==> src/rtl/pe_op_sequencer_pkg.sv <==
// pe_op_sequencer_pkg: shared types and default widths for the PE op
// sequencer slice (PE operation modes, sequencer states, command legality).
package pe_op_sequencer_pkg;

  localparam int DATA_WIDTH_DEF = 16;
  localparam int ACC_WIDTH_DEF  = 32;
  localparam int LEN_W_DEF      = 10;

  typedef enum logic [1:0] {
    PE_MAC = 2'b00,
    PE_EWM = 2'b01,
    PE_EWA = 2'b10
  } pe_mode_e;

  typedef enum logic [1:0] {
    S_IDLE  = 2'd0,
    S_ISSUE = 2'd1,
    S_DRAIN = 2'd2
  } seq_state_e;

  // Mode 2'b11 has no PE operation behind it.
  function automatic logic mode_is_legal(input logic [1:0] mode);
    return mode != 2'b11;
  endfunction

endpackage

==> src/rtl/pe_op_sequencer_if.sv <==
// pe_op_sequencer_if: command, operand, PE and result streams of the
// sequencer bundled together. The master side is the surrounding system
// (command source, operand source, pe_unit, result sink); the slave side is
// the sequencer itself.
interface pe_op_sequencer_if
  import pe_op_sequencer_pkg::*;
#(
  parameter int DATA_WIDTH = DATA_WIDTH_DEF,
  parameter int ACC_WIDTH  = ACC_WIDTH_DEF,
  parameter int LEN_W      = LEN_W_DEF
);

  logic                  cmd_valid;
  logic                  cmd_ready;
  logic [1:0]            cmd_mode;
  logic [LEN_W-1:0]      cmd_len;

  logic                  op_valid;
  logic                  op_ready;
  logic [DATA_WIDTH-1:0] op_a;
  logic [DATA_WIDTH-1:0] op_b;

  logic                  pe_valid;
  logic [1:0]            pe_mode;
  logic [DATA_WIDTH-1:0] pe_a;
  logic [DATA_WIDTH-1:0] pe_b;
  logic [ACC_WIDTH-1:0]  pe_acc;
  logic [ACC_WIDTH-1:0]  pe_result;
  logic                  pe_vout;

  logic                  res_valid;
  logic                  res_ready;
  logic [ACC_WIDTH-1:0]  res_data;
  logic                  res_last;

  modport master (
    output cmd_valid, cmd_mode, cmd_len,
    output op_valid, op_a, op_b,
    output pe_result, pe_vout,
    output res_ready,
    input  cmd_ready, op_ready,
    input  pe_valid, pe_mode, pe_a, pe_b, pe_acc,
    input  res_valid, res_data, res_last
  );

  modport slave (
    input  cmd_valid, cmd_mode, cmd_len,
    input  op_valid, op_a, op_b,
    input  pe_result, pe_vout,
    input  res_ready,
    output cmd_ready, op_ready,
    output pe_valid, pe_mode, pe_a, pe_b, pe_acc,
    output res_valid, res_data, res_last
  );

endinterface

==> src/rtl/pe_op_sequencer_res_fifo.sv <==
// pe_res_fifo: 2-entry first-word-fall-through result FIFO with occupancy
// count. The head entry is visible on pop_data whenever empty is low.
// Push and pop may coincide even when full, since the pop frees the slot the
// push lands in. flush empties the FIFO synchronously.
module pe_res_fifo #(
  parameter int WIDTH = 33
) (
  input  logic             clk,
  input  logic             rst_n,
  input  logic             flush,
  input  logic             push,
  input  logic [WIDTH-1:0] push_data,
  input  logic             pop,
  output logic [WIDTH-1:0] pop_data,
  output logic             empty,
  output logic [1:0]       count
);

  logic [WIDTH-1:0] mem [2];
  logic             wr_ptr;
  logic             rd_ptr;
  logic [1:0]       count_q;
  logic             do_push;
  logic             do_pop;

  assign do_pop   = pop && (count_q != 2'd0);
  assign do_push  = push && ((count_q != 2'd2) || do_pop);
  assign empty    = (count_q == 2'd0);
  assign count    = count_q;
  assign pop_data = mem[rd_ptr];

  // Storage, pointers and occupancy; flush drops everything held.
  always_ff @(posedge clk or negedge rst_n) begin
    if (!rst_n) begin
      mem[0]  <= '0;
      mem[1]  <= '0;
      wr_ptr  <= 1'b0;
      rd_ptr  <= 1'b0;
      count_q <= 2'd0;
    end else if (flush) begin
      wr_ptr  <= 1'b0;
      rd_ptr  <= 1'b0;
      count_q <= 2'd0;
    end else begin
      if (do_push) begin
        mem[wr_ptr] <= push_data;
        wr_ptr      <= ~wr_ptr;
      end
      if (do_pop) begin
        rd_ptr <= ~rd_ptr;
      end
      case ({do_push, do_pop})
        2'b10:   count_q <= count_q + 2'd1;
        2'b01:   count_q <= count_q - 2'd1;
        default: count_q <= count_q;
      endcase
    end
  end

endmodule

==> src/rtl/pe_op_sequencer.sv <==
// pe_op_sequencer: command-driven controller that walks one external pe_unit
// over a vector op. MAC produces a single Q16.16 dot product; EWM/EWA produce
// one result per element. Operand pairs are pulled from a ready/valid stream,
// forwarded to the PE, and results come back through a 2-entry FIFO.
// Operands are only accepted when the FIFO is guaranteed to have room for the
// result they will produce, so result backpressure never loses data.
module pe_op_sequencer
  import pe_op_sequencer_pkg::*;
#(
  parameter int DATA_WIDTH = DATA_WIDTH_DEF,
  parameter int ACC_WIDTH  = ACC_WIDTH_DEF,
  parameter int LEN_W      = LEN_W_DEF
) (
  input  logic             clk,
  input  logic             rst_n,
  input  logic             abort,
  pe_op_sequencer_if.slave bus,
  output logic             busy,
  output logic             err
);

  localparam logic [1:0] ST_IDLE  = S_IDLE;
  localparam logic [1:0] ST_ISSUE = S_ISSUE;
  localparam logic [1:0] ST_DRAIN = S_DRAIN;

  logic [1:0]           state_q;
  logic [1:0]           mode_q;
  logic [LEN_W-1:0]     len_q;
  logic [LEN_W-1:0]     issue_cnt_q;
  logic [LEN_W-1:0]     ret_cnt_q;
  logic [ACC_WIDTH-1:0] acc_q;
  logic                 inflight_q;
  logic                 err_q;

  logic                 cmd_accept;
  logic                 cmd_illegal;
  logic                 last_issue;
  logic                 last_ret;
  logic [2:0]           occupancy;
  logic                 credit_ok;
  logic                 issue;
  logic                 ret_valid;

  logic                 fifo_push;
  logic [ACC_WIDTH:0]   fifo_push_data;
  logic                 fifo_pop;
  logic [ACC_WIDTH:0]   fifo_pop_data;
  logic                 fifo_empty;
  logic [1:0]           fifo_count;

  // Command acceptance: only in IDLE, and abort always takes precedence.
  assign bus.cmd_ready = (state_q == ST_IDLE);
  assign cmd_accept    = bus.cmd_valid && (state_q == ST_IDLE) && !abort;
  assign cmd_illegal   = !mode_is_legal(bus.cmd_mode) || (bus.cmd_len == '0);

  assign last_issue = (issue_cnt_q == len_q - LEN_W'(1));
  assign last_ret   = (ret_cnt_q == len_q - LEN_W'(1));

  // A result-producing issue needs a FIFO slot not already claimed by a
  // stored result or by the op still in the PE. Intermediate MAC issues
  // never push, so only the final MAC issue is gated.
  assign occupancy = {1'b0, fifo_count} + {2'b00, inflight_q};
  assign credit_ok = ((mode_q == PE_MAC) && !last_issue) || (occupancy < 3'd2);

  // Operands are held off during abort so no pair is consumed and then flushed.
  assign bus.op_ready = (state_q == ST_ISSUE) && credit_ok && !abort;
  assign issue        = bus.op_ready && bus.op_valid;

  assign bus.pe_valid = issue;
  assign bus.pe_mode  = mode_q;
  assign bus.pe_a     = issue ? bus.op_a : '0;
  assign bus.pe_b     = issue ? bus.op_b : '0;
  assign bus.pe_acc   = bus.pe_vout ? bus.pe_result : acc_q;

  // A returning PE result is dropped when it coincides with abort.
  assign ret_valid      = bus.pe_vout && (state_q != ST_IDLE) && !abort;
  assign fifo_push      = ret_valid && ((mode_q != PE_MAC) || last_ret);
  assign fifo_push_data = {last_ret, bus.pe_result};
  assign fifo_pop       = bus.res_ready && !fifo_empty;

  assign bus.res_valid = !fifo_empty;
  assign bus.res_data  = fifo_pop_data[ACC_WIDTH-1:0];
  assign bus.res_last  = fifo_pop_data[ACC_WIDTH];

  assign busy = (state_q != ST_IDLE) || !fifo_empty;
  assign err  = err_q;

  pe_res_fifo #(
    .WIDTH (ACC_WIDTH + 1)
  ) u_res_fifo (
    .clk       (clk),
    .rst_n     (rst_n),
    .flush     (abort),
    .push      (fifo_push),
    .push_data (fifo_push_data),
    .pop       (fifo_pop),
    .pop_data  (fifo_pop_data),
    .empty     (fifo_empty),
    .count     (fifo_count)
  );

  // Sequencer FSM with command latch, issue/return counters and MAC accumulator.
  always_ff @(posedge clk or negedge rst_n) begin
    if (!rst_n) begin
      state_q     <= ST_IDLE;
      mode_q      <= 2'b00;
      len_q       <= '0;
      issue_cnt_q <= '0;
      ret_cnt_q   <= '0;
      acc_q       <= '0;
      inflight_q  <= 1'b0;
    end else if (abort) begin
      state_q     <= ST_IDLE;
      issue_cnt_q <= '0;
      ret_cnt_q   <= '0;
      acc_q       <= '0;
      inflight_q  <= 1'b0;
    end else begin
      inflight_q <= issue;
      if (ret_valid) begin
        ret_cnt_q <= ret_cnt_q + LEN_W'(1);
      end
      if (ret_valid && (mode_q == PE_MAC)) begin
        acc_q <= bus.pe_result;
      end
      case (state_q)
        ST_IDLE: begin
          if (cmd_accept && !cmd_illegal) begin
            mode_q      <= bus.cmd_mode;
            len_q       <= bus.cmd_len;
            issue_cnt_q <= '0;
            ret_cnt_q   <= '0;
            acc_q       <= '0;
            state_q     <= ST_ISSUE;
          end
        end
        ST_ISSUE: begin
          if (issue) begin
            issue_cnt_q <= issue_cnt_q + LEN_W'(1);
            if (last_issue) begin
              state_q <= ST_DRAIN;
            end
          end
        end
        ST_DRAIN: begin
          if (ret_valid && last_ret) begin
            state_q <= ST_IDLE;
          end
        end
        default: state_q <= ST_IDLE;
      endcase
    end
  end

  // One-cycle error pulse for an accepted illegal command.
  always_ff @(posedge clk or negedge rst_n) begin
    if (!rst_n) begin
      err_q <= 1'b0;
    end else begin
      err_q <= cmd_accept && cmd_illegal;
    end
  end

endmodule
==> src/flat_wrapper.sv <==
// flat-port wrapper written by rule: the top's interface ports become plain ports
module pe_op_sequencer_flat import pe_op_sequencer_pkg::*;
#(
  parameter int DATA_WIDTH = DATA_WIDTH_DEF,
  parameter int ACC_WIDTH  = ACC_WIDTH_DEF,
  parameter int LEN_W      = LEN_W_DEF
)
  (clk, rst_n, abort, busy, err, bus_cmd_valid, bus_cmd_mode, bus_cmd_len, bus_op_valid, bus_op_a, bus_op_b, bus_pe_result, bus_pe_vout, bus_res_ready, bus_cmd_ready, bus_op_ready, bus_pe_valid, bus_pe_mode, bus_pe_a, bus_pe_b, bus_pe_acc, bus_res_valid, bus_res_data, bus_res_last);
  pe_op_sequencer_if #(.DATA_WIDTH(DATA_WIDTH), .ACC_WIDTH(ACC_WIDTH), .LEN_W(LEN_W)) bus_i ();
  input  logic clk;
  input  logic rst_n;
  input  logic abort;
  output logic busy;
  output logic err;
  input wire logic [$bits(bus_i.cmd_valid)-1:0] bus_cmd_valid;
  input wire logic [$bits(bus_i.cmd_mode)-1:0] bus_cmd_mode;
  input wire logic [$bits(bus_i.cmd_len)-1:0] bus_cmd_len;
  input wire logic [$bits(bus_i.op_valid)-1:0] bus_op_valid;
  input wire logic [$bits(bus_i.op_a)-1:0] bus_op_a;
  input wire logic [$bits(bus_i.op_b)-1:0] bus_op_b;
  input wire logic [$bits(bus_i.pe_result)-1:0] bus_pe_result;
  input wire logic [$bits(bus_i.pe_vout)-1:0] bus_pe_vout;
  input wire logic [$bits(bus_i.res_ready)-1:0] bus_res_ready;
  output wire logic [$bits(bus_i.cmd_ready)-1:0] bus_cmd_ready;
  output wire logic [$bits(bus_i.op_ready)-1:0] bus_op_ready;
  output wire logic [$bits(bus_i.pe_valid)-1:0] bus_pe_valid;
  output wire logic [$bits(bus_i.pe_mode)-1:0] bus_pe_mode;
  output wire logic [$bits(bus_i.pe_a)-1:0] bus_pe_a;
  output wire logic [$bits(bus_i.pe_b)-1:0] bus_pe_b;
  output wire logic [$bits(bus_i.pe_acc)-1:0] bus_pe_acc;
  output wire logic [$bits(bus_i.res_valid)-1:0] bus_res_valid;
  output wire logic [$bits(bus_i.res_data)-1:0] bus_res_data;
  output wire logic [$bits(bus_i.res_last)-1:0] bus_res_last;
  assign bus_i.cmd_valid = bus_cmd_valid;
  assign bus_i.cmd_mode = bus_cmd_mode;
  assign bus_i.cmd_len = bus_cmd_len;
  assign bus_i.op_valid = bus_op_valid;
  assign bus_i.op_a = bus_op_a;
  assign bus_i.op_b = bus_op_b;
  assign bus_i.pe_result = bus_pe_result;
  assign bus_i.pe_vout = bus_pe_vout;
  assign bus_i.res_ready = bus_res_ready;
  assign bus_cmd_ready = bus_i.cmd_ready;
  assign bus_op_ready = bus_i.op_ready;
  assign bus_pe_valid = bus_i.pe_valid;
  assign bus_pe_mode = bus_i.pe_mode;
  assign bus_pe_a = bus_i.pe_a;
  assign bus_pe_b = bus_i.pe_b;
  assign bus_pe_acc = bus_i.pe_acc;
  assign bus_res_valid = bus_i.res_valid;
  assign bus_res_data = bus_i.res_data;
  assign bus_res_last = bus_i.res_last;
  pe_op_sequencer #(.DATA_WIDTH(DATA_WIDTH), .ACC_WIDTH(ACC_WIDTH), .LEN_W(LEN_W)) u_core (.clk(clk), .rst_n(rst_n), .abort(abort), .bus(bus_i), .busy(busy), .err(err));
endmodule
==> config.mk <==
export PLATFORM = sky130hd
export DESIGN_NAME = pe_op_sequencer_flat
export DESIGN_NICKNAME = d
export VERILOG_FILES = /design/src/rtl/pe_op_sequencer_pkg.sv /design/src/rtl/pe_op_sequencer_if.sv /design/src/rtl/pe_op_sequencer_res_fifo.sv /design/src/rtl/pe_op_sequencer.sv /design/src/flat_wrapper.sv
export SDC_FILE = /design/constraint.sdc
export NUM_CORES = 1
export LEC_CHECK = 0
export CORE_MARGIN = 4
export CORE_UTILIZATION = 45
export DETAILED_ROUTE_END_ITERATION = 7
export GPL_TIMING_DRIVEN = 0
export PLACE_DENSITY = 0.83
export REMOVE_ABC_BUFFERS = 1
export SYNTH_ARGS = -nofsm -noshare
export SYNTH_HDL_FRONTEND = slang
export SYNTH_HIERARCHICAL = 1
export SYNTH_SLANG_ARGS = --single-unit
export TNS_END_PERCENT = 5
==> constraint.sdc <==
create_clock -name clk -period 5.7 [get_ports clk]
set_input_delay 1.14 -clock clk [delete_from_list [all_inputs] [get_ports clk]]
set_output_delay 1.14 -clock clk [all_outputs]
set_load 0.05 [all_outputs]
Yosys cells after proc, flatten, opt, wreduce, memory -nomap -nowiden

Cells that the tools add are included.

Bitwise gates (word level): 5
Eq/ne operators: 12
Multiplexer cells: 34
$add $sub $neg: 6
Reduce and logical (&&, ||, !) cells: 42
Order comparisons: 4

Operators by type and width:

| operator                | number |
|---|---|
| $mux W32                | 5 |
| $mux W33                | 4 |
| $mux W10                | 7 |
| $bwmux W66              | 1 |
| $demux W33 S1           | 1 |
| $mux W16                | 2 |
| $add A10 B1 Y10 const B | 2 |
| $eq A10 B10 Y1          | 2 |
| $pmux W10 S2            | 1 |
| $logic_and A1 B1 Y1     | 17 |
| $mux W2                 | 6 |
| $ne A3 B2 Y1 const B    | 4 |
| $logic_not A10 Y1       | 1 |
| $reduce_bool A2 Y1      | 5 |
| $sub A10 B1 Y10 const B | 1 |
| $logic_not A2 Y1        | 3 |
| $pmux W2 S3             | 1 |
| $reduce_and A3 Y1       | 2 |
| $reduce_bool A3 Y1      | 2 |
| $logic_not A1 Y1        | 5 |
| $logic_or A1 B1 Y1      | 5 |
| $mux W1                 | 5 |
| $eq A2 B1 Y1 const B    | 2 |
| $eq A2 B2 Y1 const B    | 2 |
| 12 further kinds        | 17 |

Output and inout port bits: 105
Word-level logic and storage cells: 116
Register bits: 138
Bits of input ports: 83

Depth between registers and ports, before layout

Gate-level depths: netlist of run 1.

Word-level depth: 11
Gate-level depth with buffers: 14

Cells and area by module

The synthesis of run 1 kept the hierarchy.

By module, submodules not included:

| module          | times used | cells an instance | area an instance (µm²) |
|---|---|---|---|
| pe_op_sequencer | 1          | 459               | 4135.2 |
| pe_res_fifo     | 1          | 201               | 3181.8 |

Worst setup path before layout of run 1

Ideal clock, no wire load.

Kind: flip-flop to output port
From: reg u_core.len_q[3]
To: out bus_pe_b[10]
Arrival: 2.825 ns
Required time: 4.560 ns
Setup slack: 1.735 ns
Stages on the path, launching flop included: 11
Path through: dfrtp_1 -> buf_6 -> or4_4 -> o31ai_1 -> nand4b_1 -> or4_1 -> o21a_1 -> o21ai_4 -> inv_2 -> buf_6 -> and2_1

Cells in the longest elaborated chain, start to end: 9

RTL lines:

| element                           | line                   | source |
|---|---|---|
| start: declaration                | pe_op_sequencer.sv:28  | `logic [LEN_W-1:0] len_q;` |
| start signal: assignment          | pe_op_sequencer.sv:130 | `len_q <= bus.cmd_len;` |
| $sub A10 B1 Y10                   | pe_op_sequencer.sv:56  | `assign last_issue = (issue_cnt_q == len_q - LEN_W'(1));` |
| $eq A10 B10 Y1                    | pe_op_sequencer.sv:56  |  |
| $logic_not A1 Y1                  | pe_op_sequencer.sv:63  | `assign credit_ok = ((mode_q == PE_MAC) && !last_issue) \|\| (occupancy < 3'd2);` |
| $logic_and A1 B1 Y1               | pe_op_sequencer.sv:63  |  |
| $logic_or A1 B1 Y1                | pe_op_sequencer.sv:63  |  |
| $logic_and A1 B1 Y1 (2 in series) | pe_op_sequencer.sv:66  | `assign bus.op_ready = (state_q == ST_ISSUE) && credit_ok && !abort;` |
| $logic_and A1 B1 Y1               | pe_op_sequencer.sv:67  | `assign issue = bus.op_ready && bus.op_valid;` |
| via bus_pe_valid                  | flat_wrapper.sv:26     | `output wire logic [$bits(bus_i.pe_valid)-1:0] bus_pe_valid;` |
| $mux W16                          | pe_op_sequencer.sv:72  | `assign bus.pe_b = issue ? bus.op_b : '0;` |
| end: declaration                  | flat_wrapper.sv:29     | `output wire logic [$bits(bus_i.pe_b)-1:0] bus_pe_b;` |

The timed path passes the listed nets, and every way through them passes these cells.

Worst setup path after layout of run 1

From: in abort
To: out bus_pe_b[3]

Cells in the longest elaborated chain, start to end: 4

RTL lines:

| element             | line                  | source |
|---|---|---|
| start: declaration  | flat_wrapper.sv:12    | `input logic abort;` |
| $logic_not A1 Y1    | pe_op_sequencer.sv:66 |  |
| $logic_and A1 B1 Y1 | pe_op_sequencer.sv:66 |  |
| $logic_and A1 B1 Y1 | pe_op_sequencer.sv:67 |  |
| $mux W16            | pe_op_sequencer.sv:72 |  |

Every way passes these cells.

==> metrics, run 1 <==
RR Startpoint u_core/len_q[0]; vias in the first global route 6128; Synth Area in Simple Gates 14.89%; worst hold slack 0.5015 ns; Area growth, synth to finish 35.70%; Hold Path Cell Cnt 1; required time of the worst setup path around 4.6 ns; final setup fails 0; nets between 900 and 1000; Comb pwr share 34.6%; Longest Clk Path Bufs 2; layout cell share with drive strength beyond 1 22.18%; initial core utilization a little under half; GPL Wtd Cong 0.8759; final period utilization a little over nine tenths; syn_area_per_cell roughly 11 um^2; Max FO, Critical Path 35; Slew HR roughly 14%; routed length per instance around 18 um; total CTS buffers 17; initial DRC count 239; clock-pin slew on the worst setup and hold paths approximately 0.050 ns; mux cell area share after synthesis 23.44%; 1st-pass router iterations 5; DRC Markers 0; Reg2Reg Depth 12; number of distinct library cells after synthesis 54; Compound-Gate Fraction of Synth Area 6.686%; DIE WIDTH 135.5 um; initial antenna violation count 0; HP Class reg2reg; PwrDens approximately 350 nW/um^2; unrepaired setup endpoints after global routing no; sw frac 35.10%; CP Capture Type output port; clk_lat worst skew just over 0.4 ns; number of synthesized register bits 138; CTS tree yes; number of synthesized flops with an enable pin 0; largest family of logic cells by synthesized area multiplexers; pin count of the biggest net entering global routing 97; gr ovfl total 0; Top-Level Pins approximately 190; Total Routing Usage GR about a fifth; Int Power 2229 uW; sequential area share after synthesis 47.20%; Post-Synthesis Cell Area 7317 um^2; wire length of the first global-routing pass 30890 um; hold_buf cts 0; core area ~16000 um^2; drt total wl 18850 um; switching power total 1205 uW; Post-CTS Resized 0; clock skew 0.008975 ns; Worst Tran Pin Value around 1.3 ns; Reg power frac between 30% and 40%; CP startpoint kind input port; Top FF cell, synth dfrtp_1; die height around 140 um; fraction of synthesized cell area in xor and xnor cells around 3.7%; yosys warns 6; Die ar. 18360 um^2; share of total power in the clock network 30.4%; CTS H-tree depth 4; CTS sink cnt 138; hold path start u_core/u_res_fifo/mem[22]; via/cell ratio 5.393; post-DP HPWL 12840 um; Max Cap Viol 0; fin crit period roughly 5.5 ns; outcome completed; I/O Buffers 187; Post CTS Setup Buffer Count 0; Fmax about 0.18 GHz; num rows 46; Min-Delay Endpoint u_core/u_res_fifo/mem[22]; P_leak 0.004296 uW; crit path DAT 4.34 ns; FFs w/ async S/R, synth 100.0%; worst r2r dst u_core/u_res_fifo/mem[50]; Root Buffer clkbuf_16; crit path kind in2out; worst IR drop on VDD 213.8 uV; post-layout power 3434 uW; Post-Syn Instances 660; post-route ant nets 0; r2r setup slk about 1.6 ns; ant diodes 0; Adder-Cell Fraction of Synth Area less than 1%; via count 5711; Slew Viols, Final 0; Final Hold Violating Endpoints 0
## how the worst max path moves through the flow
stage / from / depth (start not counted) / end / slack (ns)
6_report: abort / 7 / bus_pe_b[3] / 0.22
5_1_grt: abort / 7 / bus_pe_b[3] / 0.03
4_1_cts: abort / 7 / bus_pe_b[3] / 0.20
3_5_place_dp: abort / 7 / bus_pe_b[3] / 0.21
3_3_place_gp: rst_n / 1 / u_core/len_q[6] / -1.99
2_1_floorplan: u_core/len_q[3] / 8 / bus_pe_a[0] / 1.60
## final cells by class
type                    count  area [um^2]
flip-flops and latches    138         3455
multi-input cells         471         3606
inverters                  10        37.54
clock buffers              19        442.9
repair buffers            192         1998
well taps                 216        270.3
clock inverters            13        120.1
fillers                  1283         5956
## cell families after synthesis
family	after synthesis
XOR/XNOR	29
buffers and inverters	51
flip-flops	138
multiplexers	143
AND/OR/NAND/NOR	212
AO/OA/AOI/OAI	84
adder cells (fa/ha/maj)	3
## registers in the layout, indices dropped and copies added (netlist names), 2 cells and up
| name | cells |
|---|---|
| u_core/u_res_fifo/mem | 66 |
| u_core/acc_q | 32 |
| u_core/issue_cnt_q | 10 |
| u_core/len_q | 10 |
| u_core/ret_cnt_q | 10 |
| u_core/bus.pe_mode | 2 |
| u_core/state_q | 2 |
| u_core/u_res_fifo/count | 2 |
## cells in the final DEF (no fill, tap or decap), drive strengths merged, types with 2 or more instances in the layout
cell type,synthesis,routed
clkdlybuf4s50,0,185
mux2,140,140
dfrtp,138,138
nand2,88,88
a21oi,48,48
and2,34,34
nor2,21,21
clkbuf,24,19
o21ai,18,18
xnor2,16,16
inv,10,13
xor2,12,12
nand4,8,8
or3,8,8
nand3,7,7
nand2b,7,7
nor4,7,7
clkinv,0,7
buf,17,7
nor3,6,6
nor3b,5,5
nor2b,5,5
and3,5,5
o31ai,4,4
o211ai,4,4
or4,4,4
mux2i,3,3
ha,3,3
clkinvlp,0,2
nand4b,2,2
## power by group through the flow
stage | Clock, uW | Combinational, uW | Sequential [uW]
finish | 1040 | 1190 | 1200
global route | 1110 | 1250 | 1220
CTS | 1060 | 1190 | 1200
detailed placement | 0 | 1180 | 1220
global placement | 0 | 1170 | 1210
floorplan | 0 | 793 | 1200
## per-stage QoR
| step | setup slack, ns | setup TNS, ns | instance area [um^2] | utilization, % | std cells |
|---|---|---|---|---|---|
| 2_1_floorplan | 1.596 | 0 | 7091 | - | 619 |
| 3_3_place_gp | -1.991 | -335.22 | 9233 | 58.12 | 1022 |
| 3_5_place_dp | 0.2126 | 0 | 9366 | 58.96 | 1027 |
| 4_1_cts | 0.2015 | 0 | 9930 | 62.51 | 1059 |
| 5_1_grt | 0.02583 | 0 | 9930 | 62.51 | 1059 |
| 6_report | 0.2218 | 0 | 9930 | 62.51 | 1059 |
## synthesized netlist by cell type (2+ instances only)
cell / instances / share of area [%]
mux2_2: 111 / 17
or3_1: 8 / 0.68
o21ai_0: 15 / 1.0
mux2i_1: 3 / 0.41
and2_1: 33 / 2.8
nand3_1: 7 / 0.48
buf_2: 4 / 0.27
mux2_4: 29 / 6.0
nand4_1: 8 / 0.68
xor2_1: 12 / 1.4
nand2b_1: 7 / 0.60
nor2b_1: 5 / 0.43
xnor2_1: 16 / 1.9
o31ai_1: 4 / 0.41
dfrtp_1: 138 / 47
inv_1: 9 / 0.46
buf_6: 9 / 1.4
or4_1: 3 / 0.31
nand2_1: 88 / 4.5
nor4_1: 6 / 0.51
clkbuf_1: 24 / 1.2
buf_1: 4 / 0.21
nand4b_1: 2 / 0.24
and3_1: 5 / 0.43
o211ai_1: 4 / 0.41
a21oi_1: 48 / 3.3
nor3_1: 5 / 0.34
ha_1: 3 / 0.51
nor3b_1: 5 / 0.51
nor2_1: 21 / 1.1
## metal layers
metal	GRT usage [%]	part of all wire, %	vias up
li1	-	-	2663
met1	27.38	45	2795
met2	35.34	48	236
met3	5.201	6.3	17
met4	5.263	0.79	0
met5	0	0	-
## worst max-delay path, cell delays in order
cell and delay, ns:
clkdlybuf4s50_1 0.71, nor3b_1 0.69, and2_1 0.27, o21ai_4 0.13, inv_2 0.33, and2_1 0.22
clkdlybuf4s50_1 0.82
No activity file was read; power rests on OpenSTA's default activity.
==> run 2: changes to the inputs <==
- HOLD_SLACK_MARGIN: default -> 0.1
==> results of run 2 <==
No change in the layout: final DEF, timing and power equal those of run 1.
==> run 3: changes to the inputs <==
- CTS_CLUSTER_SIZE: default -> 16
- DONT_BUFFER_PORTS: default -> 1
- PLACE_DENSITY: 0.83 -> 0.69
==> run 3 against run 2 <==
  * Clock power grew 15%
  * Utilization shrank 12 points
  * First-iteration DRC count shrank 2.1%
  * Cell area shrank 19%
  * Die area is the same
  * Maximum frequency grew 9.0%
  * Sequential share of layout area grew 8.0 points
  * Final cell count shrank 18%
  * Largest cell class unchanged
  * Critical endpoint is now bus_pe_b[2]
==> metrics, run 3 (same netlist as run 1, synthesis figures left out) <==
Max Cap Viol 0; fin crit period 5.028 ns; sw frac 34.86%; pin count of the biggest net entering global routing between 100 and 150; Max stage delay on crit path 0.60 ns; Critical Path End bus_pe_b[2]; post-DP HPWL 12240 um; Max FO, Critical Path 35; initial core utilization a little under half; unrepaired setup endpoints after global routing no; 1st-pass router iterations 4; delay-heaviest family, CP simple AND/OR/NAND/NOR gates; num rows 46; Slew Viols, Final 0; Top-Level Pins roughly 190; Setup crit start u_core/len_q[4]; wire length of the first global-routing pass 28590 um; Die ar. 18360 um^2; die height about 140 um; commonest non-fill, non-tap cell in the layout dfrtp_1; CTS sink cnt about 140; worst r2r dst u_core/u_res_fifo/mem[43]; worst IR drop on VDD 206.0 uV; layout cell share with drive strength beyond 1 approximately 28%; PwrDens 407.6 nW/um^2; switching power total 1146 uW; CTS tree yes; CP Capture Type output port; most frequent cells in the layout 137 x dfrtp_1, 111 x mux2_2, 88 x nand2_1; initial DRC count 234; CTS H-tree depth 4; ant diodes 0; Int Power 2142 uW; post-route ant nets 0; RR Startpoint u_core/len_q[0]; total CTS buffers 17; drt total wl 18030 um; gr ovfl total 0; initial antenna violation count 2; Reg power frac 37.1%; clk_lat worst skew 0.42 ns; Post-CTS Resized 0; Comb pwr share 26.5%; Fmax 0.1989 GHz; vias in the first global route 5217; Biggest register u_core/u_res_fifo/mem; r2r setup slk 1.38 ns; GPL Wtd Cong 0.9153; final setup fails 0; DRC Markers 0; cell depth of the worst setup path 8; routed length per instance between 20 and 25 um; core area 15890 um^2; crit path kind reg2out; final core utilization between 50% and 60%; DIE WIDTH 135.5 um; P_leak 0.003604 uW; Slew HR around 6.3%; final period utilization 88.21%; hold_buf cts 0; crit path DAT 3.89 ns; Slowest cell on crit path or4_4; max FFs per register 66; Worst Path Buf+Inv 1; Area growth, synth to finish 10.24%; HP Class in2async; Reg2Reg Depth 12; nets between 700 and 800; Longest Clk Path Bufs 2; via/cell ratio 5.780; Largest regs u_core/u_res_fifo/mem x66, u_core/acc_q x32; I/O Buffers 0; Root Buffer clkbuf_16; Worst Tran Pin Value about 1.4 ns; sum of negative setup slack 0 ns; via count 5029; required time of the worst setup path around 4.6 ns; post-layout power about 3300 uW; worst path cell trace or4_4 > o31ai_1 > nand4b_1 > or4_1 > o21a_1 > o21ai_4 > inv_2 > and2_1; clock skew ~0.011 ns; Total Routing Usage GR 19.97%; share of total power in the clock network 36.4%; Final Hold Violating Endpoints 0; CP startpoint kind register; clock-pin slew on the worst setup and hold paths roughly 0.06 ns; Post CTS Setup Buffer Count 0; outcome completed
run 3: changes by cell type in the layout (fill, tap and decap cells not counted), moves of 2 or more:
cell | before | now
clkinv_2 | 4 | 1
buf_16 | 4 | 0
buf_8 | 0 | 2
inv_6 | 2 | 4
bufinv_16 | 1 | 4
clkdlybuf4s50_1 | 185 | 0
run 3: area by class of cell:
cell class	count	area, um^2
clock inverter	14	207.7
timing repair buffer	3	50.05
multi-input combinational	471	3607
inverter	10	37.54
sequential	138	3455
fill	1424	7819
clock buffer	18	439.2
tap	216	270.3
run 3: power groups by stage:
stage	sequential (uW)	clock, uW	combinational (uW)
2_1_floorplan	1200	0	793
3_3_place_gp	1220	0	858
3_5_place_dp	1230	0	867
4_1_cts	1220	1220	874
5_1_grt	1240	1270	912
6_report	1220	1200	871
run 3: worst min-delay path by stage:
| stage | slack [ns] | from | to | cells past startpoint |
|---|---|---|---|---|
| after global placement | 0.48 | u_core/u_res_fifo/mem[37] | u_core/u_res_fifo/mem[37] | 1 |
| after CTS | 0.39 | rst_n | u_core/u_res_fifo/mem[52] | 0 |
| after floorplan | 0.47 | u_core/u_res_fifo/mem[0] | u_core/u_res_fifo/mem[0] | 1 |
| final | 0.42 | rst_n | u_core/acc_q[25] | 0 |
| after detailed placement | 0.49 | u_core/u_res_fifo/mem[18] | u_core/u_res_fifo/mem[18] | 1 |
| after global routing | 0.38 | rst_n | u_core/acc_q[25] | 0 |
run 3: through the flow:
stage | setup slack [ns] | cell area [um^2] | cells | hold WS, ns
3_3_place_gp | 0.2469 | 7361 | 835 | 0.4832
2_1_floorplan | 1.596 | 7091 | 619 | 0.4750
4_1_cts | 0.6876 | 8066 | 870 | 0.3949
6_report | 0.6721 | 8066 | 870 | 0.4176
3_5_place_dp | 1.154 | 7420 | 838 | 0.4904
5_1_grt | 0.4342 | 8066 | 870 | 0.3811
run 3: layer usage:
metal | up-vias | routed length, um | GRT usage (%)
met5 | - | 0 | 0
met4 | 0 | 205 | 5.207
met3 | 18 | 1286 | 5.981
met2 | 205 | 9328 | 35.67
met1 | 2539 | 7213 | 23.44
li1 | 2267 | - | -
